[src/rtl/obstacle_pkg.sv]
// Shared types and constants for the obstacle scroller: FSM states, LFSR polynomial/seed,
// and the LFSR step / tap-rotation helpers.
package obstacle_pkg;

  typedef enum logic [1:0] {
    S_IDLE,
    S_RUN,
    S_PAUSED
  } state_e;

  // Galois form of x^16+x^14+x^13+x^11+1, shifting right.
  localparam logic [15:0] LFSR_TAPS = 16'hB400;
  localparam logic [15:0] LFSR_SEED = 16'h1ACE;
  localparam int unsigned Y_MIN_DEF = 64;

  function automatic logic [15:0] lfsr_step(input logic [15:0] v);
    return v[0] ? ((v >> 1) ^ LFSR_TAPS) : (v >> 1);
  endfunction

  function automatic logic [15:0] rotl16(input logic [15:0] v, input int unsigned sh);
    logic [31:0] t;
    t = {v, v} << (sh % 16);
    return t[31:16];
  endfunction

endpackage

[src/rtl/lfsr_height.sv]
// Free-running 16-bit LFSR mapped to one gap height per channel; channel i sees the
// LFSR rotated left by 3*i so simultaneous respawns get different heights.
module lfsr_height
  import obstacle_pkg::*;
#(
  parameter int unsigned NUM_OBS = 3,
  parameter int unsigned Y_W     = 9,
  parameter int unsigned Y_MIN   = Y_MIN_DEF,
  parameter int unsigned Y_RANGE = 256
) (
  input  logic                   clk,
  input  logic                   rst,
  output logic [NUM_OBS*Y_W-1:0] height_o
);

  logic [15:0] lfsr_q, lfsr_d;

  always_comb begin
    lfsr_d = lfsr_step(lfsr_q);
  end

  // NOTE: sequential state uses non-blocking assignments so every flop samples pre-edge values.
  always_ff @(posedge clk) begin
    if (rst) lfsr_q <= LFSR_SEED;
    else     lfsr_q <= lfsr_d;
  end

  for (genvar g = 0; g < NUM_OBS; g++) begin : g_height
    logic [31:0] rot32;
    assign rot32 = {16'h0000, rotl16(lfsr_q, 3 * g)};
    assign height_o[g*Y_W +: Y_W] = Y_W'((rot32 % Y_RANGE) + Y_MIN);
  end

endmodule

[src/rtl/obstacle_scroller.sv]
// Multi-channel horizontal obstacle scroller with tick-enabled motion and random respawn.
// Optional SCROLL_ACCEL_EN adds a pass-count speed bonus on top of the speed input.
module obstacle_scroller
  import obstacle_pkg::*;
#(
  parameter int unsigned NUM_OBS  = 3,
  parameter int unsigned X_W      = 10,
  parameter int unsigned Y_W      = 9,
  parameter int unsigned SCREEN_W = 640,
  parameter int unsigned OBS_W    = 32,
  parameter int unsigned SPACING  = 224,
  parameter int unsigned TICK_DIV = 2500000,
  parameter int unsigned Y_MIN    = Y_MIN_DEF,
  parameter int unsigned Y_RANGE  = 256
) (
  input  logic                   clk,
  input  logic                   rst,
  input  logic                   start,
  input  logic                   pause,
  input  logic [3:0]             speed,
  output logic [NUM_OBS*X_W-1:0] x_out,
  output logic [NUM_OBS*Y_W-1:0] y_out,
  output logic [NUM_OBS-1:0]     pass_p,
  output logic                   running
);

  localparam int unsigned CNT_W    = $clog2(TICK_DIV);
  localparam logic [X_W:0] TRACK_X = (X_W+1)'(SCREEN_W + OBS_W);

  state_e             state_q, state_d;
  logic               running_q;
  logic [CNT_W-1:0]   cnt_q, cnt_d;
  logic               tick;
  logic [3:0]         eff_speed;
  logic [NUM_OBS*Y_W-1:0] new_height;

  // NOTE: every always_comb output gets a default first so no path can infer a latch.
  always_comb begin
    state_d = state_q;
    case (state_q)
      S_IDLE:   if (start)  state_d = S_RUN;
      S_RUN:    if (pause)  state_d = S_PAUSED;
      S_PAUSED: if (!pause) state_d = S_RUN;
      default:               state_d = S_IDLE;
    endcase
  end

  always_ff @(posedge clk) begin
    if (rst) begin
      state_q   <= S_IDLE;
      running_q <= 1'b0;
    end else begin
      state_q   <= state_d;
      running_q <= (state_d == S_RUN);
    end
  end

  assign running = running_q;

  // Tick counter only advances while running, so pausing preserves the tick phase.
  assign tick = (state_q == S_RUN) && (cnt_q == CNT_W'(TICK_DIV - 1));

  always_comb begin
    cnt_d = cnt_q;
    if (state_q == S_RUN) cnt_d = tick ? '0 : cnt_q + 1'b1;
  end

  always_ff @(posedge clk) begin
    if (rst) cnt_q <= '0;
    else     cnt_q <= cnt_d;
  end

`ifdef SCROLL_ACCEL_EN
  logic [3:0] pass_cnt_q, pass_cnt_d;

  always_comb begin
    logic [4:0] sum;
    sum = {1'b0, pass_cnt_q};
    for (int i = 0; i < NUM_OBS; i++) sum = sum + 5'(pass_p[i]);
    if (state_q == S_IDLE)  pass_cnt_d = '0;
    else if (sum > 5'd15)   pass_cnt_d = 4'hF;
    else                    pass_cnt_d = sum[3:0];
  end

  always_ff @(posedge clk) begin
    if (rst) pass_cnt_q <= '0;
    else     pass_cnt_q <= pass_cnt_d;
  end

  // Bonus of one pixel once eight passes are seen, never pushing the speed past 15.
  assign eff_speed = (speed == 4'hF) ? speed : speed + {3'b000, pass_cnt_q[3]};
`else
  assign eff_speed = speed;
`endif

  lfsr_height #(
    .NUM_OBS (NUM_OBS),
    .Y_W     (Y_W),
    .Y_MIN   (Y_MIN),
    .Y_RANGE (Y_RANGE)
  ) u_lfsr_height (
    .clk      (clk),
    .rst      (rst),
    .height_o (new_height)
  );

  for (genvar g = 0; g < NUM_OBS; g++) begin : g_chan
    // Start positions beyond the X_W range fold modulo 2**X_W.
    localparam logic [X_W-1:0] X_RST = X_W'(SCREEN_W + g * SPACING);
    localparam logic [Y_W-1:0] Y_RST = Y_W'(Y_MIN + g * 16);

    logic [X_W-1:0] x_q, x_d;
    logic [Y_W-1:0] y_q, y_d;
    logic           pass_q, pass_d;
    logic [X_W:0]   x_ext, spd_ext;

    assign x_ext   = {1'b0, x_q};
    assign spd_ext = (X_W+1)'(eff_speed);

    always_comb begin
      x_d    = x_q;
      y_d    = y_q;
      pass_d = 1'b0;
      if (tick) begin
        if (x_ext >= spd_ext) begin
          x_d = X_W'(x_ext - spd_ext);
        end else begin
          x_d    = X_W'(x_ext + TRACK_X - spd_ext);
          y_d    = new_height[g*Y_W +: Y_W];
          pass_d = 1'b1;
        end
      end
    end

    // NOTE: reset is synchronous, so it only takes effect on a clock edge.
    always_ff @(posedge clk) begin
      if (rst) begin
        x_q    <= X_RST;
        y_q    <= Y_RST;
        pass_q <= 1'b0;
      end else begin
        x_q    <= x_d;
        y_q    <= y_d;
        pass_q <= pass_d;
      end
    end

    assign x_out[g*X_W +: X_W] = x_q;
    assign y_out[g*Y_W +: Y_W] = y_q;
    assign pass_p[g]           = pass_q;
  end

endmodule
[config.mk]
export PLATFORM = sky130hd
export DESIGN_NAME = obstacle_scroller
export DESIGN_NICKNAME = d
export VERILOG_FILES = /design/src/rtl/obstacle_pkg.sv /design/src/rtl/lfsr_height.sv /design/src/rtl/obstacle_scroller.sv
export SDC_FILE = /design/constraint.sdc
export NUM_CORES = 1
export LEC_CHECK = 0
export BUFFER_PORTS_ARGS = -buffer_cell sky130_fd_sc_hd__clkbuf_2
export CORE_ASPECT_RATIO = 1.4
export CORE_MARGIN = 2
export CORE_UTILIZATION = 46
export CTS_CLUSTER_DIAMETER = 80
export DETAILED_ROUTE_END_ITERATION = 6
export GPL_TIMING_DRIVEN = 0
export PLACE_DENSITY_LB_ADDON = 0.12
export SYNTH_ARGS = -nofsm -noshare
export SYNTH_HDL_FRONTEND = slang
export SYNTH_SLANG_ARGS = --single-unit
[constraint.sdc]
create_clock -name clk -period 2.5 [get_ports clk]
set_input_delay 0.125 -clock clk [delete_from_list [all_inputs] [get_ports clk]]
set_output_delay 0.125 -clock clk [all_outputs]
set_load 0.01 [all_outputs]
==> out/results.ini, run 1 <==
[die]
io-pin-count = 69
die-width_um = 101
initial_utilization_pct = 47.2
core_um2 = 12800
die_area_um2 = 14100
die_y_um = 140
rows = 49

[logic_synthesis]
synth_edf_count = 0
ys_types = 66
avgSynthCellArea_um2 = 8.30
syn_area_um2 = 6040
ys_ff_latch = 101
ys_warn_count = 0
synthTopCellsByArea = dfxtp_1 (33%), ha_1 (12%), nand2_1 (5.5%)
synth.top_cell.area_share_pct = 33.5
ys.flop_type = dfxtp_1
synth_nets = 800
syn_inst = 728
yosysSeqAreaShare_pct = 33.5
synthArstFlopShare_pct = 0
synth_top_area_cell = dfxtp_1

[timing]
tns_ps = 0
skew_ps = 11.1
rsz0062_at_grt = yes
max_freq_ghz = 0.412
slew_headroom_pct = 53.5
finalSetupViolCount = 0
min_period_ps = 2430
hold_violations = 0
worst_slew_pin_slew_ps = 698
finalCritPeriodShare_pct = 97.0
drv_slew = 0

[worst_setup_path]
endpoint_kind = register
crit_family = simple AND/OR/NAND/NOR gates
arrival_ps = 2700
cp_slowest_cell = or4_1
critPathKind = register to register
worst_setup_path_start_kind = register
crit_chain = inv_1 > ha_2 > fa_2 > nand4b_1 > and4_4 > a21o_4 > or4_1 > a41oi_1
crit_fanout = 9
required_ps = 2770
slowest_delay_ps = 480
path_buf_inv = 1

[finish]
final_common_cell = dfxtp_1
final_area_um2 = 7090
final_nets = 876
final_cell_mix = dfxtp_1 (99), nand2_1 (88), clkbuf_2 (69)
num-fill-cells = 1209
area_growth_pct = 17.3
antenna_cells = 0
drive_above_1_share_pct = 18.3

[power_and_ir_drop]
powerDensity_nw_per_um2 = 471
ir_worst_vdd_mv = 0.360
leakagePower_nw = 2.93

[placed_design]
hpwl_um = 11800
gp_congestion = 0.869
dpl_cell_area_um2 = 6570
io_buffers = 67

[drt]
drtIter0Drc = 205
wl_um = 15700
vias = 5356
vias_per_cell = 5.57
wl_per_cell_um = 16.3
first_pass_iters = 4
ant_nets = 0
drc = 0

[clocking]
holdBufCountCts = 0
cts_tree = built
clk_latency_ps = 350
ctsHtreeMaxLevel = 3
clock-sinks = 101
clockBufferDepth = 2
cts_inserted_buffers = 9
clockRootBuffer = clkbuf_16
clk_pin_slew_ps = 80

[grt]
grt_overflow = 0
antenna_found_initial = 0
grt_pass1_vias = 5304
grt_max_degree = 22
grt_pass1_wl_um = 25400
grt_util_all_layers_pct = 22.4

[run]
drv_cap = 0

[outcome]
status = completed

[hold_path]
hp-class = input pin to register

-- metrics by stage --
stage | util [%] | instances | total power [mW] | hold slack, ps | worst slack (ps)
floorplan | - | 728 | 1.85 | 265 | 17.0
global placement | 51.3 | 948 | 1.92 | 372 | -360
detailed placement | 51.3 | 948 | 1.92 | 381 | -335
CTS | 54.0 | 960 | 3.36 | 9.07 | 2.35
global route | 55.3 | 962 | 3.48 | 23.3 | -37.9
finish | 55.3 | 962 | 3.34 | 16.2 | 74.9
-- path summary, 6_finish.rpt --
check | start | endpoint | slack [ps] | depth (start not counted)
worst min register to register | u_lfsr_height.lfsr_q[8] | u_lfsr_height.lfsr_q[7] | 410 | 1
worst min-delay path | pause | state_q[1] | 20 | 3
worst max-delay path | g_chan[2].x_q[0] | g_chan[2].x_q[9] | 70 | 8
worst max register to register | g_chan[2].x_q[0] | g_chan[2].x_q[9] | 70 | 8
-- where the power goes --
| group | leakage (nW) | switching (mW) | total (mW) | internal [mW] |
|---|---|---|---|---|
| Clock | 0.152 | 0.711 | 1.43 | 0.722 |
| Sequential | 0.820 | 0.0168 | 1.65 | 1.63 |
| Combinational | 1.95 | 0.157 | 0.259 | 0.102 |
-- Yosys cell counts (7+ instances only) --
master / number
dfxtp_1: 101
nand2_1: 89
nor2_1: 62
ha_1: 58
a21oi_1: 57
inv_1: 47
xnor2_1: 27
nand3_1: 24
clkbuf_1: 23
o21ai_0: 21
nor2b_1: 19
nor3_1: 18
xor2_1: 17
nand2b_1: 15
a211oi_1: 13
or2_2: 9
a31oi_1: 8
nand4_1: 7
-- worst reg2reg max path: stages, from the launching register on --
cell,delay (ps)
dfxtp_1,350
inv_1,50
ha_2,190
fa_2,380
nand4b_1,230
and4_4,210
a21o_4,240
or4_1,490
a41oi_1,210
-- final cells by class --
cell class | instances | area, um2 | share of cell area, %
inverter | 48 | 180 | 2.54
clock buffer | 9 | 225 | 3.18
buffer | 25 | 148 | 2.08
clock inverter | 7 | 83.8 | 1.18
timing repair buffer | 70 | 358 | 5.05
multi-input combinational | 549 | 3880 | 54.7
sequential | 101 | 2020 | 28.6
tap | 153 | 191 | 2.70
-- registers in the layout (all words and copies together), names as in the netlist --
| register | cells |
|---|---|
| g_chan.pass_q | 3 |
| u_lfsr_height.lfsr_q | 16 |
| running | 1 |
| cnt_q | 22 |
| g_chan.y_q | 27 |
| state_q | 2 |
| g_chan.x_q | 30 |
-- cells by family (layout without fill, tap and decap cells) --
family | after synthesis | after routing | synth area share (%)
muxes | 3 | 3 | 0.517
xor gates and xnor gates | 44 | 44 | 6.38
buffers and inverters | 78 | 159 | 5.24
DFF | 101 | 101 | 33.5
adders and majority gates | 64 | 64 | 14.0
AOI/OAI and AO/OA | 150 | 150 | 16.1
and+or+nand+nor | 288 | 288 | 24.3
-- what timing repair did --
action	4_1_cts	5_1_grt
setup endpoints to repair	52	50
pin swaps	0	5
setup buffers	0	3
gates resized for setup	23	42
-- layer usage --
metal  share of wire (%)  vias to the layer above  track usage [%]  wire, um
met3                 3.6                       21             3.77       570
li1                    -                     2687                -         -
met1                  43                     2547             27.7      6780
met5                   0                        -                0         0
met4                 1.7                        0             8.80       266
met2                  52                      101             38.3      8100
No activity file was read; power rests on OpenSTA's default activity.
==> inputs of run 2 (changes only) <==
--- a/config.mk
+++ b/config.mk
@@ -9,6 +9,7 @@
 export CORE_ASPECT_RATIO = 1.4
 export CORE_MARGIN = 2
 export CORE_UTILIZATION = 46
+export CTS_BUF_LIST = sky130_fd_sc_hd__clkbuf_8
 export CTS_CLUSTER_DIAMETER = 80
 export DETAILED_ROUTE_END_ITERATION = 6
 export GPL_TIMING_DRIVEN = 0
==> run 2 against run 1 <==
Setup slack got worse by 2.9 ps. Final cell count unchanged. Utilization decreased by 0.78 points. Clock skew increased by 6.3 ps. Register-to-register slack about the same. Sequential power about the same. Worst hold slack improved by 88 ps.
==> out/results.ini, run 2 (synthesized netlist as in run 1, its figures left out) <==
[outcome]
status = completed  ; unchanged

[finish]
final_cell_mix = dfxtp_1 (94), nand2_1 (87), clkbuf_2 (70)  ; was dfxtp_1 (99), nand2_1 (88), clkbuf_2 (69)
area_growth_pct = 15.6  ; was 17.3%
top_register = g_chan.x_q  ; unchanged
reg_top3 = g_chan.x_q x30, g_chan.y_q x27, cnt_q x22  ; unchanged
final_cells = 962  ; unchanged
final_nets = 876  ; unchanged
drive_above_1_share_pct = 18.8  ; was 18.3%
utilization_pct = 54.6  ; was 55.3%
largest_reg_flops = 30  ; unchanged
final_common_cell = dfxtp_1  ; unchanged
antenna_cells = 0  ; unchanged

[die]
initial_utilization_pct = 47.2  ; unchanged
die-width_um = 101  ; unchanged
core_um2 = 12800  ; unchanged
die_y_um = 140  ; unchanged
rows = 49  ; unchanged
die_area_um2 = 14100  ; unchanged
io-pin-count = 69  ; unchanged

[clocking]
clockRootBuffer = clkbuf_8  ; was clkbuf_16
clk_latency_ps = 390  ; was 350 ps
cts_inserted_buffers = 9  ; unchanged
clock-sinks = 101  ; unchanged
ctsHtreeMaxLevel = 3  ; unchanged
cts_tree = built  ; unchanged
clockBufferDepth = 2  ; unchanged
clk_pin_slew_ps = 110  ; was 80 ps

[grt]
antenna_found_initial = 0  ; unchanged
grt_util_all_layers_pct = 22.5  ; was 22.4%
grt_pass1_wl_um = 25400  ; unchanged
grt_overflow = 0  ; unchanged
grt_pass1_vias = 5283  ; was 5304
grt_max_degree = 22  ; unchanged

[worst_setup_path]
slowest_delay_ps = 480  ; about the same
required_ps = 2810  ; was 2770 ps
path_buf_inv = 1  ; unchanged
r2r_setup_slack_ps = 70  ; about the same
crit_family = simple AND/OR/NAND/NOR gates  ; unchanged
arrival_ps = 2740  ; was 2700 ps
crit_fanout = 9  ; unchanged
cp_slowest_cell = or4_1  ; unchanged
crit_chain = inv_1 > ha_1 > fa_2 > nand4b_1 > and4_4 > a21o_4 > or4_1 > a41oi_1  ; was inv_1 > ha_2 > fa_2 > nand4b_1 > and4_4 > a21o_4 > or4_1 > a41oi_1
worst_setup_path_start_kind = register  ; unchanged
endpoint_kind = register  ; unchanged
critPathKind = register to register  ; unchanged

[timing]
max_freq_ghz = 0.412  ; about the same
slew_headroom_pct = 52.9  ; was 53.5%
skew_ps = 17.4  ; was 11.1 ps
worst_slew_pin_slew_ps = 707  ; was 698 ps
min_period_ps = 2430  ; about the same
drv_slew = 0  ; unchanged
finalCritPeriodShare_pct = 97.1  ; was 97.0%
rsz0062_at_grt = yes  ; unchanged
finalSetupViolCount = 0  ; unchanged
hold_violations = 0  ; unchanged

[drt]
wl_um = 15700  ; about the same
wl_per_cell_um = 16.3  ; about the same
first_pass_iters = 5  ; was 4
ant_nets = 0  ; unchanged
vias = 5427  ; was 5356
drtIter0Drc = 185  ; was 205
vias_per_cell = 5.64  ; was 5.57
drc = 0  ; unchanged

[run]
drv_cap = 0  ; unchanged

[power_and_ir_drop]
leakagePower_nw = 2.89  ; was 2.93 nW
ir_worst_vdd_mv = 0.305  ; was 0.360 mV
total_power_mw = 2.99  ; was 3.34 mW
powerDensity_nw_per_um2 = 428  ; was 471 nW/um2

[placed_design]
hpwl_um = 11800  ; unchanged
dp_cells = 948  ; unchanged
io_buffers = 67  ; unchanged
gp_congestion = 0.869  ; unchanged

[hold_path]
hp-class = input pin to register  ; unchanged

## run 2: area by class of cell
class / instances / area [um2]
multi-input cells: 549 / 3860
clock buffers: 9 / 124
fillers: 1209 / 5820
repair buffers: 70 / 360
flip-flops and latches: 101 / 2030
inverters: 48 / 180
clock inverters: 7 / 83.8
plain buffers: 25 / 155
well taps: 153 / 191
## run 2: metrics by stage
stage / setup WS [ps] / instance area [um2] / setup TNS [ps] / hold slack (ps)
floorplan: 17.0 / 6040 / 0 / 265
global placement: -360 / 6570 / -9570 / 372
detailed placement: -335 / 6570 / -9870 / 381
CTS: -27.9 / 6830 / -52.2 / 88.6
global route: -42.5 / 6990 / -132 / 157
finish: 72.1 / 6990 / 0 / 104
## run 2: where the power goes
part,switching (mW),internal [mW]
combinational,0.157,0.102
sequential,0.0168,1.63
clock,0.675,0.407
total,0.849,2.14
## run 2: routing by layer
metal  up-vias  share of wire [%]  track usage (%)
li1       2678                  -                -
met1      2588                 43             27.9
met2       123                 50             38.3
met3        38                3.6             3.57
met4         0                3.1             9.44
met5         -                  0                0
## run 2: tightest hold or removal path, stage by stage
cell and delay (ps):
clkbuf_2 70, mux2i_1 50, nor2_1 80, a21oi_1 60
nor2_1 70
## run 2: worst paths after layout
path	from	to	cells after the start
setup / recovery	g_chan[2].x_q[0]	g_chan[2].x_q[9]	8
hold / removal	start	state_q[0]	5
setup reg to reg	g_chan[2].x_q[0]	g_chan[2].x_q[9]	8
hold reg to reg	u_lfsr_height.lfsr_q[8]	u_lfsr_height.lfsr_q[7]	1
## run 2: timing repair
action,CTS,global route
buffers inserted,0,2
hold buffers,1,0
hold endpoints to repair,1,0
resized for setup,22,46
pin swaps,0,5
setup endpoints to repair,51,54
==> inputs of run 3 (changes only) <==
--- a/config.mk
+++ b/config.mk
@@ -8,7 +8,7 @@
 export BUFFER_PORTS_ARGS = -buffer_cell sky130_fd_sc_hd__clkbuf_2
 export CORE_ASPECT_RATIO = 1.4
 export CORE_MARGIN = 2
-export CORE_UTILIZATION = 46
+export CORE_UTILIZATION = 35
 export CTS_BUF_LIST = sky130_fd_sc_hd__clkbuf_8
 export CTS_CLUSTER_DIAMETER = 80
 export DETAILED_ROUTE_END_ITERATION = 6
==> run 3 against run 2 <==
Sequential share of layout area down 0.54 points. Clock power about the same. Worst hold slack improved by 12 ps. Setup slack improved by 29 ps. Count of clock-buffer cells in the layout unchanged. Fmax grew 1.2%. Sequential power about the same. Highest routed layer unchanged.
==> out/results.ini, run 3 (synthesized netlist as in run 1, its figures left out) <==
[outcome]
status = completed  ; unchanged

[finish]
num-fill-cells = 1754  ; was 1209
antenna_cells = 0  ; unchanged
ff_latch_area_um2 = 2030  ; about the same
final_common_cell = dfxtp_1  ; unchanged
largest_reg_flops = 30  ; unchanged
final_cell_mix = dfxtp_1 (93), nand2_1 (87), clkbuf_2 (70)  ; was dfxtp_1 (94), nand2_1 (87), clkbuf_2 (70)
reg_top3 = g_chan.x_q x30, g_chan.y_q x27, cnt_q x22  ; unchanged
area_growth_pct = 17.9  ; was 15.6%
final_nets = 878  ; was 876
drive_above_1_share_pct = 20.2  ; was 18.8%
top_register = g_chan.x_q  ; unchanged
multi_input_area_um2 = 3930  ; was 3860 um2

[timing]
hold_ws_ps = 116  ; was 104 ps
drv_slew = 0  ; unchanged
hold_violations = 0  ; unchanged
tns_ps = 0  ; unchanged
skew_ps = 14.5  ; was 17.4 ps
max_freq_ghz = 0.417  ; was 0.412 GHz
slew_headroom_pct = 44.0  ; was 52.9%
finalSetupViolCount = 0  ; unchanged
worst_slew_pin_slew_ps = 840  ; was 707 ps
rsz0062_at_grt = yes  ; unchanged
min_period_ps = 2400  ; was 2430 ps
finalCritPeriodShare_pct = 96.0  ; was 97.1%

[grt]
grt_use_met2_pct = 32.2  ; was 38.3%
grt_pass1_wl_um = 26700  ; was 25400 um
grt_max_degree = 21  ; was 22
antenna_found_initial = 0  ; unchanged
grt_overflow = 0  ; unchanged
grt_util_all_layers_pct = 18.3  ; was 22.5%
grt_use_met1_pct = 21.6  ; was 27.9%
top_usage_layer = met2  ; unchanged
grt_pass1_vias = 5250  ; was 5283
met3_usage_pct = 2.66  ; was 3.57%

[worst_setup_path]
required_ps = 2820  ; was 2810 ps
endpoint_kind = register  ; unchanged
critPathKind = register to register  ; unchanged
worstReg2RegStart = g_chan[2].x_q[0]  ; unchanged
reg2reg_depth = 8  ; unchanged
cp_slowest_cell = or4_4  ; was or4_1
arrival_ps = 2710  ; was 2740 ps
slowest_delay_ps = 490  ; was 480 ps
path_buf_inv = 1  ; unchanged
worst_setup_path_start_kind = register  ; unchanged
r2r_setup_slack_ps = 100  ; was 70 ps
r2r-end = g_chan[2].x_q[9]  ; unchanged
crit_chain = inv_1 > ha_2 > fa_2 > nand4b_1 > and4_4 > a21o_4 > or4_4 > a41oi_2  ; was inv_1 > ha_1 > fa_2 > nand4b_1 > and4_4 > a21o_4 > or4_1 > a41oi_1
crit_family = simple AND/OR/NAND/NOR gates  ; unchanged
crit_fanout = 9  ; unchanged

[clocking]
clock-sinks = 101  ; unchanged
clockBufferDepth = 2  ; unchanged
clk_pin_slew_ps = 120  ; was 110 ps
clk_latency_ps = 390  ; about the same
ctsHtreeMaxLevel = 3  ; unchanged
clockRootBuffer = clkbuf_8  ; unchanged
cts_tree = built  ; unchanged
cts_inserted_buffers = 9  ; unchanged

[hold_path]
hold_path_depth = 5  ; unchanged
hold_end = running  ; was state_q[0]
min_from = start  ; unchanged
hp-class = input pin to register  ; unchanged

[drt]
drtIter0Drc = 249  ; was 185
first_pass_iters = 4  ; was 5
ant_nets = 0  ; unchanged
vias_per_cell = 5.31  ; was 5.64
wl_um = 16900  ; was 15700 um
wl_per_cell_um = 16.6  ; was 16.3 um
vias = 5385  ; was 5427
drc = 0  ; unchanged

[die]
io-pin-count = 69  ; unchanged
die_y_um = 159  ; was 140 um
core_um2 = 16800  ; was 12800 um2
rows = 56  ; was 49
die_area_um2 = 18400  ; was 14100 um2
die-width_um = 115  ; was 101 um
initial_utilization_pct = 35.9  ; was 47.2%

[power_and_ir_drop]
powerDensity_nw_per_um2 = 421  ; was 428 nW/um2
ir_worst_vdd_mv = 0.313  ; was 0.305 mV
leakagePower_nw = 2.90  ; was 2.89 nW

[placed_design]
io_buffers = 67  ; unchanged
gp_congestion = 0.872  ; was 0.869
hpwl_um = 12700  ; was 11800 um

[run]
drv_cap = 0  ; unchanged

-- run 3: changes by cell type in the layout (fill, tap and decap cells not counted), moves of 2 or more --
cell        previous run  this run
o21ai_0               19        17
nor2_2                 3         0
buf_4                  6         8
ha_1                  55        53
o311ai_2               2         0
o311ai_1               1         3
clkinvlp_4             0         2
nor2_4                 1         4
-- run 3: routing by layer --
metal	part of all wire, %	routed length, um
met1	43	7190
met2	51	8600
met3	3.4	569
met4	3.0	509
met5	0	0
-- run 3: how the worst max path moves through the flow --
stage	start	end	slack [ps]	cells past startpoint
2_1_floorplan	g_chan[1].x_q[2]	g_chan[1].x_q[8]	20	7
3_3_place_gp	g_chan[1].x_q[2]	g_chan[1].x_q[8]	-400	7
3_5_place_dp	g_chan[1].x_q[2]	g_chan[1].x_q[8]	-410	7
4_1_cts	g_chan[1].x_q[2]	g_chan[1].x_q[8]	-10	7
5_1_grt	g_chan[2].x_q[4]	g_chan[2].x_q[9]	-6	8
6_report	g_chan[2].x_q[0]	g_chan[2].x_q[9]	100	8
-- run 3: per-stage QoR --
stage,utilization (%),power (mW),cells,area [um2],setup WS [ps]
floorplan,-,1.85,728,6040,17.0
global placement,39.4,1.93,998,6630,-401
detailed placement,39.4,1.93,998,6630,-409
CTS,41.1,3.03,1011,6920,-11.3
global route,42.4,3.13,1014,7130,-5.91
finish,42.4,3.00,1014,7130,101
-- run 3: cell type report --
class | instances | share of cell area, %
clock buffer | 9 | 1.74
buffer | 25 | 2.19
sequential | 101 | 28.5
tap | 203 | 3.56
timing repair buffer | 72 | 5.27
multi-input combinational | 549 | 55.2
inverter | 48 | 2.53
clock inverter | 7 | 1.04
-- run 3: timing repair --
action / 4_1_cts / 5_1_grt
resized for setup: 31 / 54
endpoints found under the setup margin: 52 / 44
hold buffers: 1 / 0
hold endpoints to repair: 1 / 0
setup buffers: 1 / 3
pin swaps: 1 / 6
-- run 3: power by group --
| group | total [mW] | internal (mW) | switching, mW |
|---|---|---|---|
| logic | 0.270 | 0.106 | 0.164 |
| clock network | 1.08 | 0.395 | 0.684 |
| registers | 1.65 | 1.63 | 0.0170 |
| total | 3.00 | 2.13 | 0.865 |
-- run 3: worst reg2reg max path: stages (launching register included) --
cell and delay, ps:
dfxtp_2 350, inv_1 40, ha_2 190, fa_2 390, nand4b_1 230, and4_4 200
a21o_4 240, or4_4 490, a41oi_2 180
